**src/rtl/div_clk_monitor_if.sv**
```systemverilog
// Bundle between a divider output checker and its driver: enable/div_clk in, measurements out.
interface div_clk_monitor_if #(
    parameter int CNT_W = 8
);
    logic             enable;
    logic             div_clk;
    logic [CNT_W-1:0] period_len;
    logic [CNT_W-1:0] high_len;
    logic             period_valid;
    logic             period_err;
    logic             duty_err;
    logic             locked;
    logic [7:0]       err_count;

    modport master (
        output enable, div_clk,
        input  period_len, high_len, period_valid, period_err, duty_err, locked, err_count
    );

    modport slave (
        input  enable, div_clk,
        output period_len, high_len, period_valid, period_err, duty_err, locked, err_count
    );
endinterface

```
**src/rtl/div_clk_monitor.sv**
```systemverilog
// Measures period/high phase of a divided clock sampled in clk and tracks lock and errors.
// Optional high-phase (duty) checking is enabled by defining DIV_MON_DUTY_CHECK_EN.
module div_clk_monitor #(
    parameter int DIV          = 4,
    parameter int CNT_W        = 8,
    parameter int LOCK_PERIODS = 4
) (
    input  logic                clk,
    input  logic                reset,
    div_clk_monitor_if.slave    mon
);
    localparam logic [1:0] ST_IDLE    = 2'd0;
    localparam logic [1:0] ST_WAIT    = 2'd1;
    localparam logic [1:0] ST_MEASURE = 2'd2;
    localparam logic [1:0] ST_LOCKED  = 2'd3;

    localparam logic [CNT_W-1:0] CNT_ONE  = CNT_W'(1);
    localparam logic [CNT_W-1:0] CNT_MAX  = {CNT_W{1'b1}};
    localparam logic [CNT_W-1:0] DIV_C    = CNT_W'(DIV);
    localparam logic [3:0]       LOCK_TOP = 4'(LOCK_PERIODS - 1);

    logic [1:0]       state_reg;
    logic             prev_reg;
    logic [CNT_W-1:0] cnt_reg;
    logic [CNT_W-1:0] cnt_next;
    logic [3:0]       good_cnt_reg;
    logic [CNT_W-1:0] period_len_reg;
    logic             period_valid_reg;
    logic             period_err_reg;
    logic             locked_reg;
    logic [7:0]       err_count_reg;
    logic [7:0]       err_count_next;

    logic rise;
    logic active;
    logic capture;
    logic cnt_sat;
    logic period_ok;
    logic duty_ok;
    logic good;

    assign rise      = mon.div_clk & ~prev_reg;
    assign active    = (state_reg == ST_MEASURE) || (state_reg == ST_LOCKED);
    assign capture   = mon.enable && active && rise;
    assign cnt_sat   = (cnt_reg == CNT_MAX);
    assign period_ok = (cnt_reg == DIV_C);
    assign good      = period_ok && duty_ok;
    assign cnt_next  = rise ? CNT_ONE : (cnt_sat ? cnt_reg : cnt_reg + CNT_ONE);
    assign err_count_next = (err_count_reg == 8'hFF) ? err_count_reg : err_count_reg + 8'd1;

`ifdef DIV_MON_DUTY_CHECK_EN
    localparam logic [CNT_W-1:0] HALF_C = CNT_W'(DIV / 2);

    logic [CNT_W-1:0] hcnt_reg;
    logic [CNT_W-1:0] high_len_reg;
    logic             duty_err_reg;

    assign duty_ok = (hcnt_reg == HALF_C);

    always_ff @(posedge clk) begin
        if (reset) begin
            hcnt_reg     <= '0;
            high_len_reg <= '0;
            duty_err_reg <= 1'b0;
        end else begin
            duty_err_reg <= 1'b0;
            if (!mon.enable) begin
                hcnt_reg <= '0;
            end else begin
                if (rise)
                    hcnt_reg <= CNT_ONE;
                else if (mon.div_clk && hcnt_reg != CNT_MAX)
                    hcnt_reg <= hcnt_reg + CNT_ONE;
                if (capture) begin
                    high_len_reg <= hcnt_reg;
                    duty_err_reg <= ~duty_ok;
                end
            end
        end
    end

    assign mon.high_len = high_len_reg;
    assign mon.duty_err = duty_err_reg;
`else
    assign duty_ok      = 1'b1;
    assign mon.high_len = '0;
    assign mon.duty_err = 1'b0;
`endif

    always_ff @(posedge clk) begin
        if (reset) begin
            state_reg        <= ST_IDLE;
            prev_reg         <= 1'b0;
            cnt_reg          <= '0;
            good_cnt_reg     <= '0;
            period_len_reg   <= '0;
            period_valid_reg <= 1'b0;
            period_err_reg   <= 1'b0;
            locked_reg       <= 1'b0;
            err_count_reg    <= '0;
        end else begin
            prev_reg         <= mon.div_clk;
            period_valid_reg <= 1'b0;
            period_err_reg   <= 1'b0;
            if (!mon.enable) begin
                state_reg    <= ST_IDLE;
                cnt_reg      <= '0;
                good_cnt_reg <= '0;
                locked_reg   <= 1'b0;
            end else begin
                cnt_reg <= cnt_next;
                case (state_reg)
                    ST_IDLE: state_reg <= ST_WAIT;
                    ST_WAIT: if (rise) state_reg <= ST_MEASURE;
                    default: begin
                        // A rise coinciding with saturation is measured, not timed out.
                        if (rise) begin
                            period_len_reg   <= cnt_reg;
                            period_valid_reg <= 1'b1;
                            period_err_reg   <= ~period_ok;
                            if (good) begin
                                if (state_reg == ST_MEASURE) begin
                                    good_cnt_reg <= good_cnt_reg + 4'd1;
                                    if (good_cnt_reg == LOCK_TOP) begin
                                        state_reg  <= ST_LOCKED;
                                        locked_reg <= 1'b1;
                                    end
                                end
                            end else begin
                                good_cnt_reg  <= '0;
                                locked_reg    <= 1'b0;
                                state_reg     <= ST_MEASURE;
                                err_count_reg <= err_count_next;
                            end
                        end else if (cnt_sat) begin
                            period_err_reg <= 1'b1;
                            err_count_reg  <= err_count_next;
                            good_cnt_reg   <= '0;
                            locked_reg     <= 1'b0;
                            state_reg      <= ST_WAIT;
                        end
                    end
                endcase
            end
        end
    end

    assign mon.period_len   = period_len_reg;
    assign mon.period_valid = period_valid_reg;
    assign mon.period_err   = period_err_reg;
    assign mon.locked       = locked_reg;
    assign mon.err_count    = err_count_reg;
endmodule

```
**src/flat_wrapper.sv**
```systemverilog
// flat-port wrapper written by rule: the top's interface ports become plain ports
module div_clk_monitor_flat 
#(
    parameter int DIV          = 4,
    parameter int CNT_W        = 8,
    parameter int LOCK_PERIODS = 4
)
  (clk, reset, mon_enable, mon_div_clk, mon_period_len, mon_high_len, mon_period_valid, mon_period_err, mon_duty_err, mon_locked, mon_err_count);
  div_clk_monitor_if #(.CNT_W(CNT_W)) mon_i ();
  input  logic clk;
  input  logic reset;
  input wire logic [$bits(mon_i.enable)-1:0] mon_enable;
  input wire logic [$bits(mon_i.div_clk)-1:0] mon_div_clk;
  output wire logic [$bits(mon_i.period_len)-1:0] mon_period_len;
  output wire logic [$bits(mon_i.high_len)-1:0] mon_high_len;
  output wire logic [$bits(mon_i.period_valid)-1:0] mon_period_valid;
  output wire logic [$bits(mon_i.period_err)-1:0] mon_period_err;
  output wire logic [$bits(mon_i.duty_err)-1:0] mon_duty_err;
  output wire logic [$bits(mon_i.locked)-1:0] mon_locked;
  output wire logic [$bits(mon_i.err_count)-1:0] mon_err_count;
  assign mon_i.enable = mon_enable;
  assign mon_i.div_clk = mon_div_clk;
  assign mon_period_len = mon_i.period_len;
  assign mon_high_len = mon_i.high_len;
  assign mon_period_valid = mon_i.period_valid;
  assign mon_period_err = mon_i.period_err;
  assign mon_duty_err = mon_i.duty_err;
  assign mon_locked = mon_i.locked;
  assign mon_err_count = mon_i.err_count;
  div_clk_monitor #(.DIV(DIV), .CNT_W(CNT_W), .LOCK_PERIODS(LOCK_PERIODS)) u_core (.clk(clk), .reset(reset), .mon(mon_i));
endmodule
```
**config.mk**
```make
export PLATFORM = sky130hd
export DESIGN_NAME = div_clk_monitor_flat
export DESIGN_NICKNAME = d
export VERILOG_FILES = /design/src/rtl/div_clk_monitor_if.sv /design/src/rtl/div_clk_monitor.sv /design/src/flat_wrapper.sv
export SDC_FILE = /design/constraint.sdc
export NUM_CORES = 1
export LEC_CHECK = 0
export CAP_MARGIN = 15
export CORE_MARGIN = 5
export CORE_UTILIZATION = 45
export DETAILED_ROUTE_END_ITERATION = 8
export PLACE_DENSITY = 0.71
export SLEW_MARGIN = 20
export SYNTH_ARGS = -nofsm -noshare
export SYNTH_HDL_FRONTEND = slang
export SYNTH_SLANG_ARGS = --single-unit
```
**constraint.sdc**
```tcl
create_clock -name clk -period 3.19 [get_ports clk]
set_input_delay 0.319 -clock clk [delete_from_list [all_inputs] [get_ports clk]]
set_output_delay 0.319 -clock clk [all_outputs]
set_load 0.1 [all_outputs]
```
==> results.yml, run 1 <==
run_status:
  status: "finished clean"
global_routing:
  grt_max_degree: 27
  grt_overflow: 0
  grt_pass1_vias: 1221
  grt_usage: 0.129
  grt_pass1_wl_um: 5310
  antenna_found_initial: 0
detailed_routing:
  vias: 1393
  wire_per_inst_um: 11.4
  drt-pass1-iter-count: 4
  drtIter0Drc: 77
  ant_nets: 0
  via_per_inst: 5.16
  routed_wirelength_um: 3080
  drc: 0
placed_design:
  dp_hpwl_um: 2290
  buffer_ports.inserted: 22
  routabilityCongestion: 0.813
clocking:
  cts_setup_buffers: 0
  numCtsBuffers: 5
  htreeDepth: 2
  clock_insertion_delay_worst_skew_ns: 0.28
  clock-root-buffer: "clkbuf_8"
  clock_sinks: 34
  cts_resized: 0
  cts_tree: "yes"
  clk_pin_slew_ns: 0.06
  holdBufCountCts: 0
  cts_buffer_depth: 2
timing:
  hold_ws_ns: 0.452
  fin_setup_tns_ns: 0
  min_period_ns: 2.20
  slew_headroom: 0.350
  final_max_slew_viol_count: 0
  period_share: 0.688
  rsz0062_at_grt: "no"
  setup_violations: 0
  fmax_mhz: 455
  worst_slew_pin_slew_ns: 0.972
  hold_viol_final: 0
  finClkSkew_ns: 0.00318
layout:
  diodes: 0
  multiInputGateArea_um2: 918
  mostFrequentLayoutCell: "dfxtp_1"
  fill_cells: 354
  final_util: 0.546
  layout.area.seq_um2: 681
  final_layout_size_suffix_gt1_frac: 0.0495
  nets: 230
  final_cell_mix: "dfxtp_1, nand2_1, clkdlybuf4s50_1"
  syn_to_final_growth_pct: 17.8
power:
  power.leakage_nw: 0.703
  ir_drop_mv: 0.184
  total_power_uw: 792
  power_density_mw_per_mm2: 399
yosys:
  syn_inst: 199
  synth.area.mux_share: 0.0520
  ys_ff_latch: 34
  netlist_area_mm2: 0.00169
  synthDistinctLibCells: 42
  synthAdderAreaFrac: 0.0297
  synth_compound_area_frac: 0.126
  seq_area_frac_synth: 0.404
  yosysWarnings: 0
  synth-simple-area-share: 0.296
  postSynthAreaPerCell_um2: 8.47
  synth_top_family_by_area: "simple AND/OR/NAND/NOR gates"
  synth_xor_area_frac: 0.0208
worst_setup_path:
  cp_num_buf_inv: 1
  crit_fanout: 7
  cp-end-kind: "output pin"
  crit_start: "u_core.mon.err_count[4]"
  critPathLaunchType: "register"
  cp_top_family: "buffers and inverters"
  cp_data_arrival_time_ns: 1.88
  crit_slowest_cell: "clkdlybuf4s50_1"
  cp.required_ns: 2.87
  r2r-start: "u_core.cnt_reg[0]"
  worst-setup-path-type: "register to output pin"
  slowest_delay_ns: 1.17
  crit_chain: "clkdlybuf4s50_1"
floorplan:
  floorplan.rows: 22
  die_x_um: 71.2
  io_pins: 32
  start_util: 0.464
  dieHeight_um: 71.2
  design.die.area_mm2: 0.00507
  core_mm2: 0.00363
hold_path:
  min_from: "u_core.mon.period_len[1]"
  hp-class: "register to register"
flow_run:
  drv_cap: 0
final cells by class:
class                      count  share of cell area
multi-input combinational    152               0.463
clock buffer                   7              0.0384
sequential                    34               0.343
timing repair buffer          23               0.115
tap                           48              0.0302
inverter                       6              0.0113
per-layer routing:
metal  share of wire  track usage  vias up  wire, um
met5               0            0        -         0
met3           0.056       0.0426        6       173
met1            0.48        0.170      623      1470
met4           0.016       0.0522        0        49
met2            0.45        0.192       37      1380
li1                -            -      727         -
logic make-up (layout without fill, tap and decap cells):
logic type               count (synthesis)  count (layout)
multiplexers                             8               8
XOR/XNOR                                 4               4
AO/OA/AOI/OAI                           34              34
flip-flops                              34              34
adder cells (fa/ha/maj)                  4               4
buffers and inverters                   21              36
AND/OR/NAND/NOR                         93              93
other                                    1               9
per-stage QoR:
step           worst slack [ns]  instance area (um^2)  std cells
5_1_grt                   0.942                  1990        270
3_3_place_gp              0.944                  1910        263
3_5_place_dp              0.914                  1910        263
6_report                  0.995                  1990        270
2_1_floorplan             0.869                  1720        207
4_1_cts                   0.978                  1990        270
cell usage after synthesis, drive strengths merged:
master / n / share of area
a221oi: 1 / 0.0089
xnor2: 1 / 0.0052
nand2b: 6 / 0.022
and4: 3 / 0.017
o21ai: 6 / 0.018
nor2b: 9 / 0.033
mux2i: 2 / 0.012
nand4bb: 1 / 0.0067
buf: 12 / 0.049
a21oi: 17 / 0.053
nor4: 5 / 0.019
o2111ai: 2 / 0.010
or4: 2 / 0.011
a211oi: 1 / 0.0045
nand2: 25 / 0.056
or3b: 1 / 0.0052
and2: 3 / 0.011
mux2: 6 / 0.040
dfxtp: 34 / 0.40
nand4: 2 / 0.0074
nor4bb: 1 / 0.0059
and3b: 1 / 0.0052
o31ai: 3 / 0.013
xor2: 3 / 0.016
o22ai: 2 / 0.0074
or3: 2 / 0.0074
and3: 3 / 0.011
conb: 1 / 0.0022
ha: 4 / 0.030
clkbuf: 3 / 0.0067
inv: 6 / 0.013
nor2: 15 / 0.033
nor3: 5 / 0.018
o21ba: 1 / 0.0059
a311oi: 1 / 0.0052
nand3: 9 / 0.027
where the power goes:
part / internal (mW) / switching [mW]
Clock: 0.150 / 0.133
Sequential: 0.428 / 0.00312
Combinational: 0.0117 / 0.0663
Total: 0.589 / 0.203
path summary, 6_finish.rpt:
path	to	slack, ns	cells past startpoint
worst max-delay path	mon_err_count[4]	0.99	1
worst min-delay path	u_core.mon.period_len[1]	0.45	2
worst max register to register	u_core.mon.err_count[0]	1.18	6
worst min register to register	u_core.mon.period_len[1]	0.45	2
Power figures use the tool's default switching activity.
==> inputs of run 2 (changes only) <==
==> constraint.sdc (replaced) <==
create_clock -name clk -period 2.15 [get_ports clk]
set_input_delay 0.215 -clock clk [delete_from_list [all_inputs] [get_ports clk]]
set_output_delay 0.215 -clock clk [all_outputs]
set_load 0.1 [all_outputs]
==> run 2 against run 1 <==
Against the previous run: total power increased by 57%; sequential power grew 48%; hold slack better by 0.0028 ns; global-route usage rose by 1.8 points; utilization grew 0.069 points; register-to-register slack got worse by 0.96 ns; non-clock buffer count grew 4; critical path type is now register to register; highest routed layer unchanged.
==> results.yml, run 2 (synthesis results as in run 1) <==
worst_setup_path:
  crit_fanout: 13
  crit_slowest_cell: "or4_4"
  critPathLaunchType: "register"
  slowest_delay_ns: 0.51
  worst-setup-path-type: "register to register"
  crit_chain: "inv_1 -> ha_1 -> nand4bb_1 -> nor3_2 -> buf_4 -> or4_4 -> a221oi_2"
  cp.required_ns: 2.36
  cp_data_arrival_time_ns: 2.14
  cp-end-kind: "register"
power:
  power_density_mw_per_mm2: 624
  total_power_mw: 1.24
  ir_drop_mv: 0.308
  power.leakage_nw: 0.774
timing:
  setup_violations: 0
  min_period_ns: 1.93
  rsz0062_at_grt: "no"
  worst_slack_ns: 0.218
  fmax_mhz: 518
  period_share: 0.898
  fin_setup_tns_ns: 0
  hold_viol_final: 0
  hold_ws_ns: 0.455
  final_max_slew_viol_count: 0
  finClkSkew_ns: 0.00617
placed_design:
  routabilityCongestion: 0.821
  dp_hpwl_um: 2570
  placed_area_mm2: 0.00190
  buffer_ports.inserted: 22
  place_ws_ns: 0.176
flow_run:
  drv_cap: 0
layout:
  fin_area_mm2: 0.00199
  multiInputGateArea_um2: 918
  nets: 234
  fill_cells: 363
  final_cell_mix: "dfxtp_1, nand2_1, buf_4"
  mostFrequentLayoutCell: "dfxtp_1"
  layout.area.seq_um2: 686
  diodes: 0
  final_layout_size_suffix_gt1_frac: 0.176
  syn_to_final_growth_pct: 18.0
floorplan:
  start_util: 0.464
  io_pins: 32
  core_mm2: 0.00363
  dieHeight_um: 71.2
  floorplan.rows: 22
  die_x_um: 71.2
  design.die.area_mm2: 0.00507
detailed_routing:
  routed_wirelength_um: 3460
  drt-pass1-iter-count: 4
  wire_per_inst_um: 12.6
  via_per_inst: 5.13
  drc: 0
  vias: 1411
  ant_nets: 0
  drtIter0Drc: 73
clocking:
  clock-root-buffer: "clkbuf_8"
  clk_pin_slew_ns: 0.07
  clock_insertion_delay_worst_skew_ns: 0.29
  cts_tree: "yes"
  htreeDepth: 2
  numCtsBuffers: 5
  clock_sinks: 34
  holdBufCountCts: 0
  cts_resized: 0
  cts_setup_buffers: 0
  cts_buffer_depth: 2
global_routing:
  grt_max_degree: 26
  grt_pass1_vias: 1301
  grt_usage: 0.147
  grt_overflow: 0
  antenna_found_initial: 0
  grt_pass1_wl_um: 5830
hold_path:
  hp-class: "register to register"
run_status:
  status: "finished clean"
-- run 2: changes by cell type in the layout (fill, tap and decap cells not counted), sizes merged --
cell	change
buf	+23
clkdlybuf4s50	-19
clkinv	+1
-- run 2: layer usage --
metal  part of all wire  track usage
met1               0.48        0.187
met2               0.44        0.214
met3              0.059       0.0313
met4              0.020        0.111
met5                  0            0
-- run 2: final cells by class --
type / count / area share
Clock buffer: 7 / 0.0434
Clock inverter: 1 / 0.00252
Inverter: 6 / 0.0113
Multi-Input combinational cell: 152 / 0.462
Sequential cell: 34 / 0.345
Tap cell: 48 / 0.0302
Timing Repair Buffer: 27 / 0.106
-- run 2: path summary, 6_finish.rpt --
kind                            startpoint                       end  slack, ns  cells after the start
setup / recovery         u_core.cnt_reg[0]   u_core.mon.err_count[6]       0.22                      7
hold / removal    u_core.mon.period_len[4]  u_core.mon.period_len[4]       0.46                      2
setup reg to reg         u_core.cnt_reg[0]   u_core.mon.err_count[6]       0.22                      7
hold reg to reg   u_core.mon.period_len[4]  u_core.mon.period_len[4]       0.46                      2
-- run 2: critical path: cells and delay by family (launching register included) --
kind                     cells  cell delay (ns)
AO/OA/AOI/OAI                1             0.26
adder cells (fa/ha/maj)      1             0.21
buffers and inverters        2             0.28
flip-flops                   1             0.39
AND/OR/NAND/NOR              3             0.71
-- run 2: where the power goes --
part           internal (mW)  switching [mW]  total [mW]
logic                 0.0189          0.0987       0.118
clock network          0.258           0.225       0.483
registers              0.634         0.00540       0.639
-- run 2: per-stage QoR --
step	instances	util
3_3_place_gp	267	0.522
3_5_place_dp	267	0.522
4_1_cts	275	0.547
2_1_floorplan	207	-
6_report	275	0.547
5_1_grt	275	0.547
